<file path="src/rtl/maze_player_ctrl.sv">
// Maze player controller: turns PS/2 arrow key press/release events into
// grid moves with auto-repeat, wall/bounds checking, a goal freeze and a
// saturating move counter.
module maze_player_ctrl #(
   parameter int         GRID_W      = 16,
   parameter int         GRID_H      = 16,
   parameter int         XW          = 4,
   parameter int         YW          = 4,
   parameter int         STEP_CYCLES = 5_000_000,
   parameter logic [7:0] K_LEFT      = 8'h6B,
   parameter logic [7:0] K_RIGHT     = 8'h74,
   parameter logic [7:0] K_UP        = 8'h75,
   parameter logic [7:0] K_DOWN      = 8'h72
) (
   input  logic                       clk,
   input  logic                       reset,
   input  logic                       enable,
   input  logic                       load,
   input  logic                       key_valid,
   input  logic [7:0]                 key_code,
   input  logic                       key_break,
   input  logic [GRID_W*GRID_H-1:0]   maze_data,
   input  logic [XW:0]                maze_width,
   input  logic [YW:0]                maze_height,
   input  logic [XW-1:0]              start_x,
   input  logic [YW-1:0]              start_y,
   input  logic [XW-1:0]              goal_x,
   input  logic [YW-1:0]              goal_y,
   output logic [XW-1:0]              curr_x,
   output logic [YW-1:0]              curr_y,
   output logic                       move_done,
   output logic                       bump,
   output logic                       at_goal,
   output logic [15:0]                step_count
);

   localparam int CELLS = GRID_W * GRID_H;
   localparam int IW    = $clog2(CELLS) + 1;
   localparam int CW    = (STEP_CYCLES > 2) ? $clog2(STEP_CYCLES) : 1;
   localparam logic [CW-1:0] RELOAD = CW'(STEP_CYCLES - 2);

   // Held-flag bit positions.
   localparam int H_L = 0;
   localparam int H_R = 1;
   localparam int H_U = 2;
   localparam int H_D = 3;

   typedef enum logic [1:0] {
      S_IDLE   = 2'd0,
      S_STEP   = 2'd1,
      S_WAIT   = 2'd2,
      S_FROZEN = 2'd3
   } state_e;

   typedef enum logic [1:0] {
      D_UP    = 2'd0,
      D_DOWN  = 2'd1,
      D_LEFT  = 2'd2,
      D_RIGHT = 2'd3
   } dir_e;

   // Fixed direction priority U > D > L > R.
   function automatic dir_e pick_dir(input logic [3:0] held);
      if (held[H_U]) begin
         return D_UP;
      end else if (held[H_D]) begin
         return D_DOWN;
      end else if (held[H_L]) begin
         return D_LEFT;
      end else begin
         return D_RIGHT;
      end
   endfunction

   state_e          state_q, state_d;
   dir_e            dir_q, dir_d;
   logic [3:0]      held_q, held_d;
   logic [CW-1:0]   cnt_q, cnt_d;
   logic [XW-1:0]   curr_x_q, curr_x_d;
   logic [YW-1:0]   curr_y_q, curr_y_d;
   logic [15:0]     step_q, step_d;
   logic            move_q, move_d;
   logic            bump_q, bump_d;
   logic            at_goal_q, at_goal_d;

   logic [XW:0]     tx_s, eff_w_s;
   logic [YW:0]     ty_s, eff_h_s;
   logic            under_s, in_range_s, open_s, legal_s, hit_goal_s, start_is_goal_s;
   logic [IW-1:0]   cell_idx_s;
   logic [CELLS-1:0] cell_mask_s;

   assign eff_w_s = (maze_width  > (XW+1)'(GRID_W)) ? (XW+1)'(GRID_W) : maze_width;
   assign eff_h_s = (maze_height > (YW+1)'(GRID_H)) ? (YW+1)'(GRID_H) : maze_height;

   // Target cell for the latched direction; underflow is flagged instead of wrapping.
   always_comb begin
      tx_s    = {1'b0, curr_x_q};
      ty_s    = {1'b0, curr_y_q};
      under_s = 1'b0;
      case (dir_q)
         D_UP: begin
            if (curr_y_q == {YW{1'b0}}) under_s = 1'b1;
            else                        ty_s = ty_s - (YW+1)'(1);
         end
         D_DOWN:  ty_s = ty_s + (YW+1)'(1);
         D_LEFT: begin
            if (curr_x_q == {XW{1'b0}}) under_s = 1'b1;
            else                        tx_s = tx_s - (XW+1)'(1);
         end
         D_RIGHT: tx_s = tx_s + (XW+1)'(1);
         default: under_s = 1'b1;
      endcase
   end

   assign in_range_s = !under_s && (tx_s < eff_w_s) && (ty_s < eff_h_s);
   assign cell_idx_s = IW'(ty_s) * IW'(GRID_W) + IW'(tx_s);
   assign cell_mask_s = {{(CELLS-1){1'b0}}, 1'b1} << cell_idx_s;
   assign open_s     = |(maze_data & cell_mask_s);
   assign legal_s    = in_range_s && open_s;
   assign hit_goal_s = legal_s && (tx_s[XW-1:0] == goal_x) && (ty_s[YW-1:0] == goal_y);
   assign start_is_goal_s = (start_x == goal_x) && (start_y == goal_y);

   // FSM state register.
   always_ff @(posedge clk or negedge reset) begin
      if (!reset) state_q <= S_IDLE;
      else        state_q <= state_d;
   end

   // FSM next-state logic; load beats enable, enable beats everything else.
   always_comb begin
      state_d = state_q;
      if (load) begin
         state_d = start_is_goal_s ? S_FROZEN : S_IDLE;
      end else if (!enable) begin
         state_d = S_IDLE;
      end else begin
         case (state_q)
            S_IDLE:   state_d = ((held_q != 4'b0000) && !at_goal_q) ? S_STEP : S_IDLE;
            S_STEP:   state_d = hit_goal_s ? S_FROZEN : S_WAIT;
            S_WAIT: begin
               if (held_q == 4'b0000)   state_d = S_IDLE;
               else if (cnt_q == '0)    state_d = S_STEP;
               else                     state_d = S_WAIT;
            end
            S_FROZEN: state_d = S_FROZEN;
            default:  state_d = S_IDLE;
         endcase
      end
   end

   // FSM outputs and datapath next values: held flags, move/bump, counters.
   always_comb begin
      held_d   = held_q;
      dir_d    = dir_q;
      cnt_d    = cnt_q;
      curr_x_d = curr_x_q;
      curr_y_d = curr_y_q;
      step_d   = step_q;
      move_d   = 1'b0;
      bump_d   = 1'b0;
      if (load) begin
         held_d   = 4'b0000;
         cnt_d    = '0;
         curr_x_d = start_x;
         curr_y_d = start_y;
         step_d   = 16'd0;
      end else begin
         if (!enable || (state_q == S_FROZEN)) begin
            held_d = 4'b0000;
         end else if (key_valid) begin
            case (key_code)
               K_LEFT:  held_d[H_L] = ~key_break;
               K_RIGHT: held_d[H_R] = ~key_break;
               K_UP:    held_d[H_U] = ~key_break;
               K_DOWN:  held_d[H_D] = ~key_break;
               default: held_d = held_q;
            endcase
         end else begin
            held_d = held_q;
         end
         if (enable && (state_q == S_STEP)) begin
            if (legal_s) begin
               curr_x_d = tx_s[XW-1:0];
               curr_y_d = ty_s[YW-1:0];
               move_d   = 1'b1;
               step_d   = (step_q != 16'hFFFF) ? step_q + 16'd1 : step_q;
            end else begin
               bump_d   = 1'b1;
            end
            cnt_d = RELOAD;
         end else if ((state_q == S_WAIT) && (cnt_q != '0)) begin
            cnt_d = cnt_q - CW'(1);
         end else begin
            cnt_d = cnt_q;
         end
         // Direction is latched on entry to STEP so a release during STEP cannot cancel it.
         if (state_d == S_STEP) dir_d = pick_dir(held_q);
         else                   dir_d = dir_q;
      end
      at_goal_d = (curr_x_d == goal_x) && (curr_y_d == goal_y);
   end

   // Datapath and output registers.
   always_ff @(posedge clk or negedge reset) begin
      if (!reset) begin
         held_q    <= 4'b0000;
         dir_q     <= D_UP;
         cnt_q     <= '0;
         curr_x_q  <= '0;
         curr_y_q  <= '0;
         step_q    <= 16'd0;
         move_q    <= 1'b0;
         bump_q    <= 1'b0;
         at_goal_q <= 1'b0;
      end else begin
         held_q    <= held_d;
         dir_q     <= dir_d;
         cnt_q     <= cnt_d;
         curr_x_q  <= curr_x_d;
         curr_y_q  <= curr_y_d;
         step_q    <= step_d;
         move_q    <= move_d;
         bump_q    <= bump_d;
         at_goal_q <= at_goal_d;
      end
   end

   assign curr_x     = curr_x_q;
   assign curr_y     = curr_y_q;
   assign move_done  = move_q;
   assign bump       = bump_q;
   assign at_goal    = at_goal_q;
   assign step_count = step_q;

endmodule

</file>
<file path="config.mk">
export PLATFORM = sky130hd
export DESIGN_NAME = maze_player_ctrl
export DESIGN_NICKNAME = d
export VERILOG_FILES = /design/src/rtl/maze_player_ctrl.sv
export SDC_FILE = /design/constraint.sdc
export NUM_CORES = 1
export LEC_CHECK = 0
export ABC_AREA = 1
export CELL_PAD_IN_SITES_DETAIL_PLACEMENT = 0
export CELL_PAD_IN_SITES_GLOBAL_PLACEMENT = 1
export CORE_MARGIN = 4
export CORE_UTILIZATION = 30
export CTS_CLUSTER_SIZE = 25
export DETAILED_ROUTE_END_ITERATION = 8
export PLACE_DENSITY = 0.85
export SKIP_LAST_GASP = 1
export SLEW_MARGIN = 20
export SYNTH_ARGS = -nofsm -noshare
export SYNTH_HDL_FRONTEND = slang
export SYNTH_SLANG_ARGS = --single-unit
export TNS_END_PERCENT = 10
</file>
<file path="constraint.sdc">
create_clock -name clk -period 5.85 [get_ports clk]
set_input_delay 1.4625 -clock clk [delete_from_list [all_inputs] [get_ports clk]]
set_output_delay 1.4625 -clock clk [all_outputs]
set_load 0.005 [all_outputs]
</file>
==> results of run 1 <==
power breakdown:
group	leakage, uW	internal, uW	switching (uW)
sequential	0.000775	446	48.5
combinational	0.00440	540	1140
clock	0.000133	295	172
total	0.00531	1280	1360
logic make-up (layout without fill, tap and decap cells):
| logic type | Yosys count | count (layout) |
|---|---|---|
| AOI/OAI and AO/OA | 101 | 101 |
| adders and majority gates | 17 | 17 |
| DFF | 58 | 58 |
| and+or+nand+nor | 903 | 903 |
| other | 0 | 8 |
| buffers and inverters | 174 | 466 |
| xor gates and xnor gates | 19 | 19 |
final cells by class:
class	count	area (sq um)
Clock buffer	13	250.2
Antenna cell	8	20.02
Sequential cell	58	1451
Multi-Input combinational cell	1040	5797
Fill cell	2674	14290
Timing Repair Buffer	339	3396
Tap cell	335	419.2
Clock inverter	3	15.01
Inverter	111	420.4
through the flow:
| step | setup WS, ns | util (%) | power (uW) | instances |
|---|---|---|---|---|
| finish | 0.5863 | 45.16 | 2640 | 1907 |
| global placement | 0.8149 | 44.07 | 2127 | 1883 |
| detailed placement | 0.6793 | 44.07 | 2146 | 1883 |
| floorplan | 1.588 | - | 1604 | 1272 |
| global route | 0.1760 | 45.14 | 2818 | 1905 |
| CTS | 0.6870 | 45.09 | 2624 | 1899 |
flip-flops by register name, indices dropped and copies added, names as in the netlist, 2 cells and up:
register / cells
step_count: 16
cnt_q: 23
held_q: 4
dir_q: 2
curr_x: 4
curr_y: 4
state_q: 2
routing by layer:
| layer | track usage [%] | vias up | part of all wire, % |
|---|---|---|---|
| li1 | - | 5007 | - |
| met1 | 33.66 | 4864 | 42 |
| met2 | 42.45 | 440 | 48 |
| met3 | 5.176 | 66 | 7.6 |
| met4 | 7.187 | 4 | 2.2 |
| met5 | 0 | - | 0.051 |
worst min path at each step:
stage                   start         to  slack, ns
floorplan           cnt_q[16]  cnt_q[16]       0.46
global placement    cnt_q[16]  cnt_q[16]       0.48
detailed placement  cnt_q[16]  cnt_q[16]       0.49
CTS                 cnt_q[16]  cnt_q[16]       0.50
global route        cnt_q[16]  cnt_q[16]       0.52
finish              cnt_q[16]  cnt_q[16]       0.50
critical path, delay by kind of cell (launching register included):
kind | cells | cell delay (ns)
AO/OA/AOI/OAI | 2 | 0.37
XOR/XNOR | 2 | 0.77
adder cells (fa/ha/maj) | 3 | 0.65
buffers and inverters | 5 | 0.96
flip-flops | 1 | 0.47
AND/OR/NAND/NOR | 16 | 1.91
cells in the mapped netlist, types with 17 or more instances:
cell type  instances  area share, %
nor3_1            27            1.7
nor2_4            23            3.3
buf_2             19            1.2
dfrtp_1           58             18
o21ai_0           41            2.6
inv_1            102            4.8
a21oi_1           27            1.7
ha_1              17            2.7
buf_1             17           0.80
nand3_1           99            6.2
nor2_1           148            7.0
nand4_1          210             17
nand2_1          316             15
cell usage in the layout (no fill, tap or decap), types with 12 or more instances in the layout:
| cell | instances |
|---|---|
| a21oi_1 | 27 |
| buf_4 | 13 |
| clkdlybuf4s50_1 | 321 |
| dfrtp_1 | 58 |
| ha_1 | 16 |
| inv_1 | 102 |
| nand2_1 | 315 |
| nand3_1 | 99 |
| nand3_2 | 14 |
| nand4_1 | 210 |
| nor2_1 | 148 |
| nor2_2 | 15 |
| nor2_4 | 23 |
| nor3_1 | 27 |
| o21ai_0 | 41 |
| xor2_1 | 12 |
==> results.md, run 1 <==
## Run status
* completed — status

## Global route
* 57970 microns — wire length of the first global-routing pass
* 9837 — number of global-route vias before repair
* 0 — global route total overflow
* 25.52% — total global routing track utilization
* 8 — initial antenna violation count
* 108 — maximum number of pins on one net before global-route repair

## Routing
* 1106 — number of DRC violations after detailed-routing iteration 0
* 0 — number of antenna-violating nets in the routed design
* 0 — total DRC errors in the routed layout
* 5.444 — detail-routed via count per cell
* 5 — 1st-pass router iterations
* 10.38k — Via Count
* 39580 microns — WL final
* 20.75 microns — post-detailed-route wirelength per cell

## Setup path
* curr_y[0] — Worst R2R Start
* 5.48 ns — endpoint arrival time on the critical path
* nand2_1 — Worst path most repeated cell
* 6.06 ns — data required time of the critical path
* flip-flop — endpoint type of the worst setup path
* flip-flop to flip-flop — worst setup path class
* step_count[12] — worst r2r dst
* dfrtp_1 — CP max stage cell
* curr_y[0] — critical path launch point
* 34 — biggest fanout along the worst timing path
* 28 — number of cell instances on the worst register-to-register path
* 0.47 ns — stage delay of the slowest cell on the critical path
* 0.59 ns — internal reg-to-reg setup slack
* step_count[12] — Critical Path Sink
* flip-flop — CP Launch Type

## CTS
* 2 — Max Root-Sink Buffers
* 9 — number of CTS-inserted buffers
* clkbuf_16 — root cell of the clock tree
* 3 — number of H-tree levels
* 0.33 ns — insertion delay of the later-clocked pin in the worst-skew pair
* 0 — post-CTS setup buffer count
* 0.05 ns — clock transition time at the flip-flop clock pins of the worst setup and hold paths
* 58 — Sinks on Clock Net
* yes — TritonCTS clock tree
* 0 — count of cells resized by post-cts repair
* 0 — CTS Hold Buffers Added

## Die
* 29170 sq um — die footprint
* 30.51% — Initial Util
* 323 — Top Ports
* 26060 sq um — placeable core region
* 59 — Row Count
* 170.8 microns — Die H
* 170.8 microns — Die Span X

## Synthesis
* simple AND/OR/NAND/NOR gates — largest family of logic cells by synthesized area
* 6.250 sq um — average instance area after synthesis
* 60.17% — post-synthesis simple-gate area fraction
* 0 — number of enable-type register cells in the synthesized netlist
* 18.26% — share of the yosys chip area belonging to registers
* 0 — number of warning messages in the yosys log
* 1272 — number of cells produced by synthesis
* dfrtp_1 — Most used DFF post-synth
* 7.413% — share of the synthesized area in compound gates (AO/OA/AOI/OAI)
* 0% — multiplexer fraction of the synthesized cell area
* 1585 — Synthesized Nets
* 100.0% — Async SR Flop Fraction
* 52 — number of unique standard cell types used by synthesis
* 2.675% — Synth Area in Adders
* 58 — number of storage elements in the synthesis netlist
* 7950 sq um — Cell Area, Synth
* 2.188% — xor-xnor portion of the synthesized cell area

## STA
* 0 — number of hold-slack violations in the final timing report
* 89.98% — fraction of the cycle the final worst path needs
* 0.004839 ns — final setup skew
* 0 — final number of setup-violating endpoints
* 0.7405 ns — pin slew with the least headroom to its limit
* 5.264 ns — min cycle time layout
* 0.5040 ns — Final Hold Slack
* 0 — final slew viol count
* 0 ns — Sum Neg Setup Slack
* 190.0 MHz — Max Clock Freq
* false — RSZ-0062 raised after global routing
* 50.48% — worst slew margin relative to its limit

## Power
* 0.1665 mV — Max VDD drop
* 224.3 nW/um^2 — power density over the cells
* 0.005307 uW — total leakage power

## Placed design
* 0.9374 — GPL Wtd Cong
* 31600 microns — Detail Placement HPWL
* 322 — Buffers on Ports
* 11480 sq um — dpl cell area

## Min path
* flip-flop to flip-flop — classification of the worst-slack hold path
* 1 — Worst Hold Depth

## Final layout
* 9.079% — share of cells above drive strength 1
* 11770 sq um — final instance area
* 1872 — number of nets in the layout
* 48.03% — area added between synthesis and finish

## Job
* 0 — max-cap check violation count

Power figures use the tool's default switching activity.
==> run 2, diff against run 1 <==
--- a/config.mk
+++ b/config.mk
@@ -9,10 +9,10 @@
 export CELL_PAD_IN_SITES_DETAIL_PLACEMENT = 0
 export CELL_PAD_IN_SITES_GLOBAL_PLACEMENT = 1
 export CORE_MARGIN = 4
-export CORE_UTILIZATION = 30
+export CORE_UTILIZATION = 32
 export CTS_CLUSTER_SIZE = 25
 export DETAILED_ROUTE_END_ITERATION = 8
-export PLACE_DENSITY = 0.85
+export PLACE_DENSITY = 0.9
 export SKIP_LAST_GASP = 1
 export SLEW_MARGIN = 20
 export SYNTH_ARGS = -nofsm -noshare
==> constraint.sdc (replaced) <==
create_clock -name clk -period 6.3 [get_ports clk]
set_input_delay 1.575 -clock clk [delete_from_list [all_inputs] [get_ports clk]]
set_output_delay 1.575 -clock clk [all_outputs]
set_load 0.005 [all_outputs]
==> run 2 against run 1 <==
  * Maximum frequency is 3.5% lower
  * Sequential share of layout area increased by 0.061 points
  * Worst setup slack improved by 0.26 ns
  * Combinational power shrank 9.5%
  * Sequential power down 6.7%
  * Global-route usage increased by 0.60 points
  * Critical endpoint unchanged
  * Critical path depth did not move
  * Flip-flop and latch count unchanged
  * Largest power group unchanged
==> results.md, run 2 (synthesized netlist as in run 1, its figures left out) <==
## STA
* 0 — final slew viol count
* 0 — final number of setup-violating endpoints
* 183.3 MHz — Max Clock Freq
* 0 ns — Sum Neg Setup Slack
* 0.8592 ns — pin slew with the least headroom to its limit
* 0.8448 ns — Worst Slack Setup Final
* 0.006638 ns — final setup skew
* 42.72% — worst slew margin relative to its limit
* false — RSZ-0062 raised after global routing
* 0 — number of hold-slack violations in the final timing report
* 86.59% — fraction of the cycle the final worst path needs
* 5.455 ns — min cycle time layout

## Routing
* 0 — number of antenna-violating nets in the routed design
* 20.03 microns — post-detailed-route wirelength per cell
* 5 — 1st-pass router iterations
* 0 — total DRC errors in the routed layout
* 37900 microns — WL final
* 10.36k — Via Count
* 5.478 — detail-routed via count per cell
* 1055 — number of DRC violations after detailed-routing iteration 0

## CTS
* 3 — number of H-tree levels
* 58 — Sinks on Clock Net
* 0.34 ns — insertion delay of the later-clocked pin in the worst-skew pair
* 2 — Max Root-Sink Buffers
* 0 — post-CTS setup buffer count
* 0.05 ns — clock transition time at the flip-flop clock pins of the worst setup and hold paths
* yes — TritonCTS clock tree
* 9 — number of CTS-inserted buffers
* 0 — count of cells resized by post-cts repair
* 0 — CTS Hold Buffers Added
* clkbuf_16 — root cell of the clock tree

## Setup path
* 5 — number of buffers and inverters on the critical path
* flip-flop to flip-flop — worst setup path class
* flip-flop — endpoint type of the worst setup path
* 5.68 ns — endpoint arrival time on the critical path
* 6.52 ns — data required time of the critical path
* 28 — Crit path depth
* step_count[12] — Critical Path Sink
* curr_y[0] — critical path launch point
* step_count[12] — worst r2r dst
* curr_y[0] — Worst R2R Start
* ha_4 — CP max stage cell
* 36 — biggest fanout along the worst timing path
* 28 — number of cell instances on the worst register-to-register path
* nand2_1 — Worst path most repeated cell
* simple AND/OR/NAND/NOR gates — crit-path leading delay family
* flip-flop — CP Launch Type
* 0.84 ns — internal reg-to-reg setup slack
* 0.54 ns — stage delay of the slowest cell on the critical path

## Die
* 24390 sq um — placeable core region
* 323 — Top Ports
* 57 — Row Count
* 32.59% — Initial Util
* 27430 sq um — die footprint
* 165.6 microns — Die Span X
* 165.6 microns — Die H

## Global route
* 9616 — number of global-route vias before repair
* 57640 microns — wire length of the first global-routing pass
* 26.12% — total global routing track utilization
* 0 — global route total overflow
* 74 — maximum number of pins on one net before global-route repair
* 8 — initial antenna violation count

## Power
* 0.1342 mV — Max VDD drop
* 207.3 nW/um^2 — power density over the cells
* 0.005293 uW — total leakage power

## Placed design
* 1.029 ns — Post-Place Setup Slack
* 322 — Buffers on Ports
* 0.9428 — GPL Wtd Cong
* 29740 microns — Detail Placement HPWL

## Final layout
* clkdlybuf4s50_1, nand2_1, nand4_1 — commonest cells after routing, fill and taps aside
* 1451 sq um — Reg area
* 1871 — number of nets in the layout
* cnt_q — register containing the most flip-flops in the final layout
* clkdlybuf4s50_1 — commonest non-fill, non-tap cell in the layout
* 9.091% — share of cells above drive strength 1
* 2572 — fill cell count
* 5797 sq um — footprint of the multi-input gates
* 47.31% — area added between synthesis and finish
* 23 — flip-flop count of the largest register, all copies and words added

## Run status
* completed — status

## Job
* 0 — max-cap check violation count

## Min path
* flip-flop to flip-flop — classification of the worst-slack hold path

[run 2: power by group]
| part | internal [uW] | switching, uW | leakage (uW) |
|---|---|---|---|
| Sequential | 414 | 48.2 | 0.000775 |
| Combinational | 479 | 1040 | 0.00438 |
| Clock | 283 | 168 | 0.000138 |
| Total | 1180 | 1250 | 0.00529 |
[run 2: worst min-delay path by stage]
stage,from,to,slack [ns],cells after the start
2_1_floorplan,cnt_q[16],cnt_q[16],0.46,1
3_3_place_gp,step_count[15],step_count[15],0.48,1
3_5_place_dp,step_count[15],step_count[15],0.48,1
4_1_cts,step_count[15],step_count[15],0.49,1
5_1_grt,step_count[15],step_count[15],0.53,1
6_report,cnt_q[16],cnt_q[16],0.49,1
[run 2: area by class of cell]
| type | count | area share (%) |
|---|---|---|
| Antenna cell | 6 | 0.1282 |
| Clock buffer | 12 | 2.190 |
| Tap cell | 324 | 3.462 |
| Multi-Input combinational cell | 1040 | 49.50 |
| Sequential cell | 58 | 12.39 |
| Clock inverter | 3 | 0.1282 |
| Timing Repair Buffer | 338 | 28.61 |
| Inverter | 111 | 3.590 |
[run 2: per-stage QoR]
stage / hold slack [ns] / instance area (sq um) / power, uW / utilization (%) / std cells
after global routing: 0.5271 / 11710 / 2590 / 48.01 / 1892
after global placement: 0.4759 / 11420 / 1936 / 46.84 / 1871
final: 0.4920 / 11710 / 2428 / 48.01 / 1892
after floorplan: 0.4567 / 7950 / 1490 / - / 1272
after CTS: 0.4910 / 11700 / 2408 / 47.95 / 1886
after detailed placement: 0.4796 / 11420 / 1951 / 46.84 / 1871
[run 2: per-layer routing]
layer	track usage (%)	part of all wire [%]	vias up
met4	8.501	2.7	4
met3	5.648	7.4	69
met1	34.86	43	4823
met2	42.19	47	461
met5	0	0.082	-
li1	-	-	5007
[run 2: worst reg2reg max path, delay by kind of cell (launching register included)]
family / cells / cell delay [ns]
AND/OR/NAND/NOR: 17 / 1.93
buffers and inverters: 5 / 1.28
adder cells (fa/ha/maj): 3 / 0.99
flip-flops: 1 / 0.45
AO/OA/AOI/OAI: 2 / 0.39
XOR/XNOR: 1 / 0.27
==> run 3, diff against run 2 <==
==> constraint.sdc (replaced) <==
create_clock -name clk -period 6.3 [get_ports clk]
set_input_delay 1.89 -clock clk [delete_from_list [all_inputs] [get_ports clk]]
set_output_delay 1.89 -clock clk [all_outputs]
set_load 0.005 [all_outputs]
==> run 3 against run 2 <==
  * Critical path depth stayed put
  * Via count shrank 1.1%
  * Clock power up 4%
  * Die area is the same
  * Combinational power is essentially flat
  * Cell count is the same
  * Global-route usage fell by 0.42 points
  * Non-clock buffer count did not move
  * Total power rose by 0.12%
  * Clock-buffer cell count rose by 2
  * Clock skew fell by 0.0013 ns
  * Sequential share of layout area is essentially flat
  * Critical endpoint unchanged
==> results.md, run 3 (synthesized netlist as in run 1, its figures left out) <==
## CTS
* clkbuf_16 — root cell of the clock tree
* 9 — number of CTS-inserted buffers
* 0 — CTS Hold Buffers Added
* 0.05 ns — clock transition time at the flip-flop clock pins of the worst setup and hold paths
* 0 — post-CTS setup buffer count
* yes — TritonCTS clock tree
* 2 — Max Root-Sink Buffers
* 0 — count of cells resized by post-cts repair
* 3 — number of H-tree levels
* 58 — Sinks on Clock Net
* 0.33 ns — insertion delay of the later-clocked pin in the worst-skew pair

## STA
* 37.08% — worst slew margin relative to its limit
* false — RSZ-0062 raised after global routing
* 0.9427 ns — pin slew with the least headroom to its limit
* 0 ns — Sum Neg Setup Slack
* 0 — final number of setup-violating endpoints
* 88.78% — fraction of the cycle the final worst path needs
* 0.4928 ns — Final Hold Slack
* 178.8 MHz — Max Clock Freq
* 5.593 ns — min cycle time layout
* 0 — number of hold-slack violations in the final timing report
* 0 — final slew viol count
* 0.005335 ns — final setup skew

## Final layout
* clkdlybuf4s50_1, nand2_1, nand4_1 — commonest cells after routing, fill and taps aside
* 48.06% — share of the core filled with cells in the final layout
* 1871 — number of nets in the layout
* cnt_q — register containing the most flip-flops in the final layout
* 1892 — final standard cell count with taps included and fillers excluded
* clkdlybuf4s50_1 — commonest non-fill, non-tap cell in the layout
* 23 — flip-flop count of the largest register, all copies and words added
* 9.085% — share of cells above drive strength 1
* 47.43% — area added between synthesis and finish

## Setup path
* flip-flop — CP Launch Type
* ha_4 — CP max stage cell
* step_count[12] — worst r2r dst
* flip-flop to flip-flop — worst setup path class
* curr_y[0] — critical path launch point
* 0.71 ns — internal reg-to-reg setup slack
* 5.81 ns — endpoint arrival time on the critical path
* 52 — biggest fanout along the worst timing path
* nand2_1 — Worst path most repeated cell
* curr_y[0] — Worst R2R Start
* 6.52 ns — data required time of the critical path
* 28 — number of cell instances on the worst register-to-register path
* flip-flop — endpoint type of the worst setup path
* 0.65 ns — stage delay of the slowest cell on the critical path
* step_count[12] — Critical Path Sink

## Routing
* 19.82 microns — post-detailed-route wirelength per cell
* 5 — 1st-pass router iterations
* 5.420 — detail-routed via count per cell
* 37500 microns — WL final
* 10.26k — Via Count
* 0 — number of antenna-violating nets in the routed design
* 0 — total DRC errors in the routed layout
* 1134 — number of DRC violations after detailed-routing iteration 0

## Power
* 0.005298 uW — total leakage power
* 0.1228 mV — Max VDD drop
* 207.4 nW/um^2 — power density over the cells

## Placed design
* 0.9238 — GPL Wtd Cong
* 1871 — dpl cells
* 322 — Buffers on Ports
* 29740 microns — Detail Placement HPWL

## Global route
* 25.70% — total global routing track utilization
* 8 — initial antenna violation count
* 56770 microns — wire length of the first global-routing pass
* 9421 — number of global-route vias before repair
* 0 — global route total overflow
* 68 — maximum number of pins on one net before global-route repair

## Die
* 165.6 microns — Die H
* 165.6 microns — Die Span X
* 32.59% — Initial Util
* 27430 sq um — die footprint
* 24390 sq um — placeable core region
* 323 — Top Ports
* 57 — Row Count

## Run status
* completed — status

## Min path
* flip-flop to flip-flop — classification of the worst-slack hold path

## Job
* 0 — max-cap check violation count

==> run 3: worst min path at each step <==
stage,from,end,slack [ns],cells after the start
2_1_floorplan,cnt_q[16],cnt_q[16],0.46,1
3_3_place_gp,cnt_q[16],cnt_q[16],0.48,1
3_5_place_dp,step_count[15],step_count[15],0.48,1
4_1_cts,step_count[15],step_count[15],0.50,1
5_1_grt,step_count[15],step_count[15],0.51,1
6_report,cnt_q[16],cnt_q[16],0.49,1
==> run 3: layout make-up <==
cell class	instances	area [sq um]
clock buffer	14	274.0
inverter	111	420.4
antenna	5	12.51
multi-input combinational	1040	5797
timing repair buffer	338	3351
tap	324	405.4
sequential	58	1451
clock inverter	2	10.01
fill	2537	12670
==> run 3: power by group <==
part	switching (uW)	internal, uW	total (uW)
Combinational	1020	479	1500
Clock	170	297	467
Sequential	46.9	414	461
==> run 3: per-layer routing <==
layer	GRT usage, %	wire length [microns]	up-vias
met5	0	63	-
met4	6.169	734	8
met3	6.006	2893	64
met2	42.31	17870	439
met1	34.25	15940	4736
li1	-	-	5008
==> run 3: critical path: cells and delay by family (launching register included) <==
kind / cells / cell delay [ns]
flip-flops: 1 / 0.45
AO/OA/AOI/OAI: 2 / 0.36
adder cells (fa/ha/maj): 3 / 1.11
AND/OR/NAND/NOR: 17 / 1.88
buffers and inverters: 5 / 1.35
XOR/XNOR: 1 / 0.27
==> run 3: stage by stage <==
stage	cell area [sq um]	total power, uW	setup slack, ns
after floorplan	7950	1490	1.610
after global placement	11420	1932	0.9443
after detailed placement	11420	1945	0.7690
after CTS	11710	2422	0.7604
after global routing	11720	2591	0.2346
final	11720	2431	0.7067
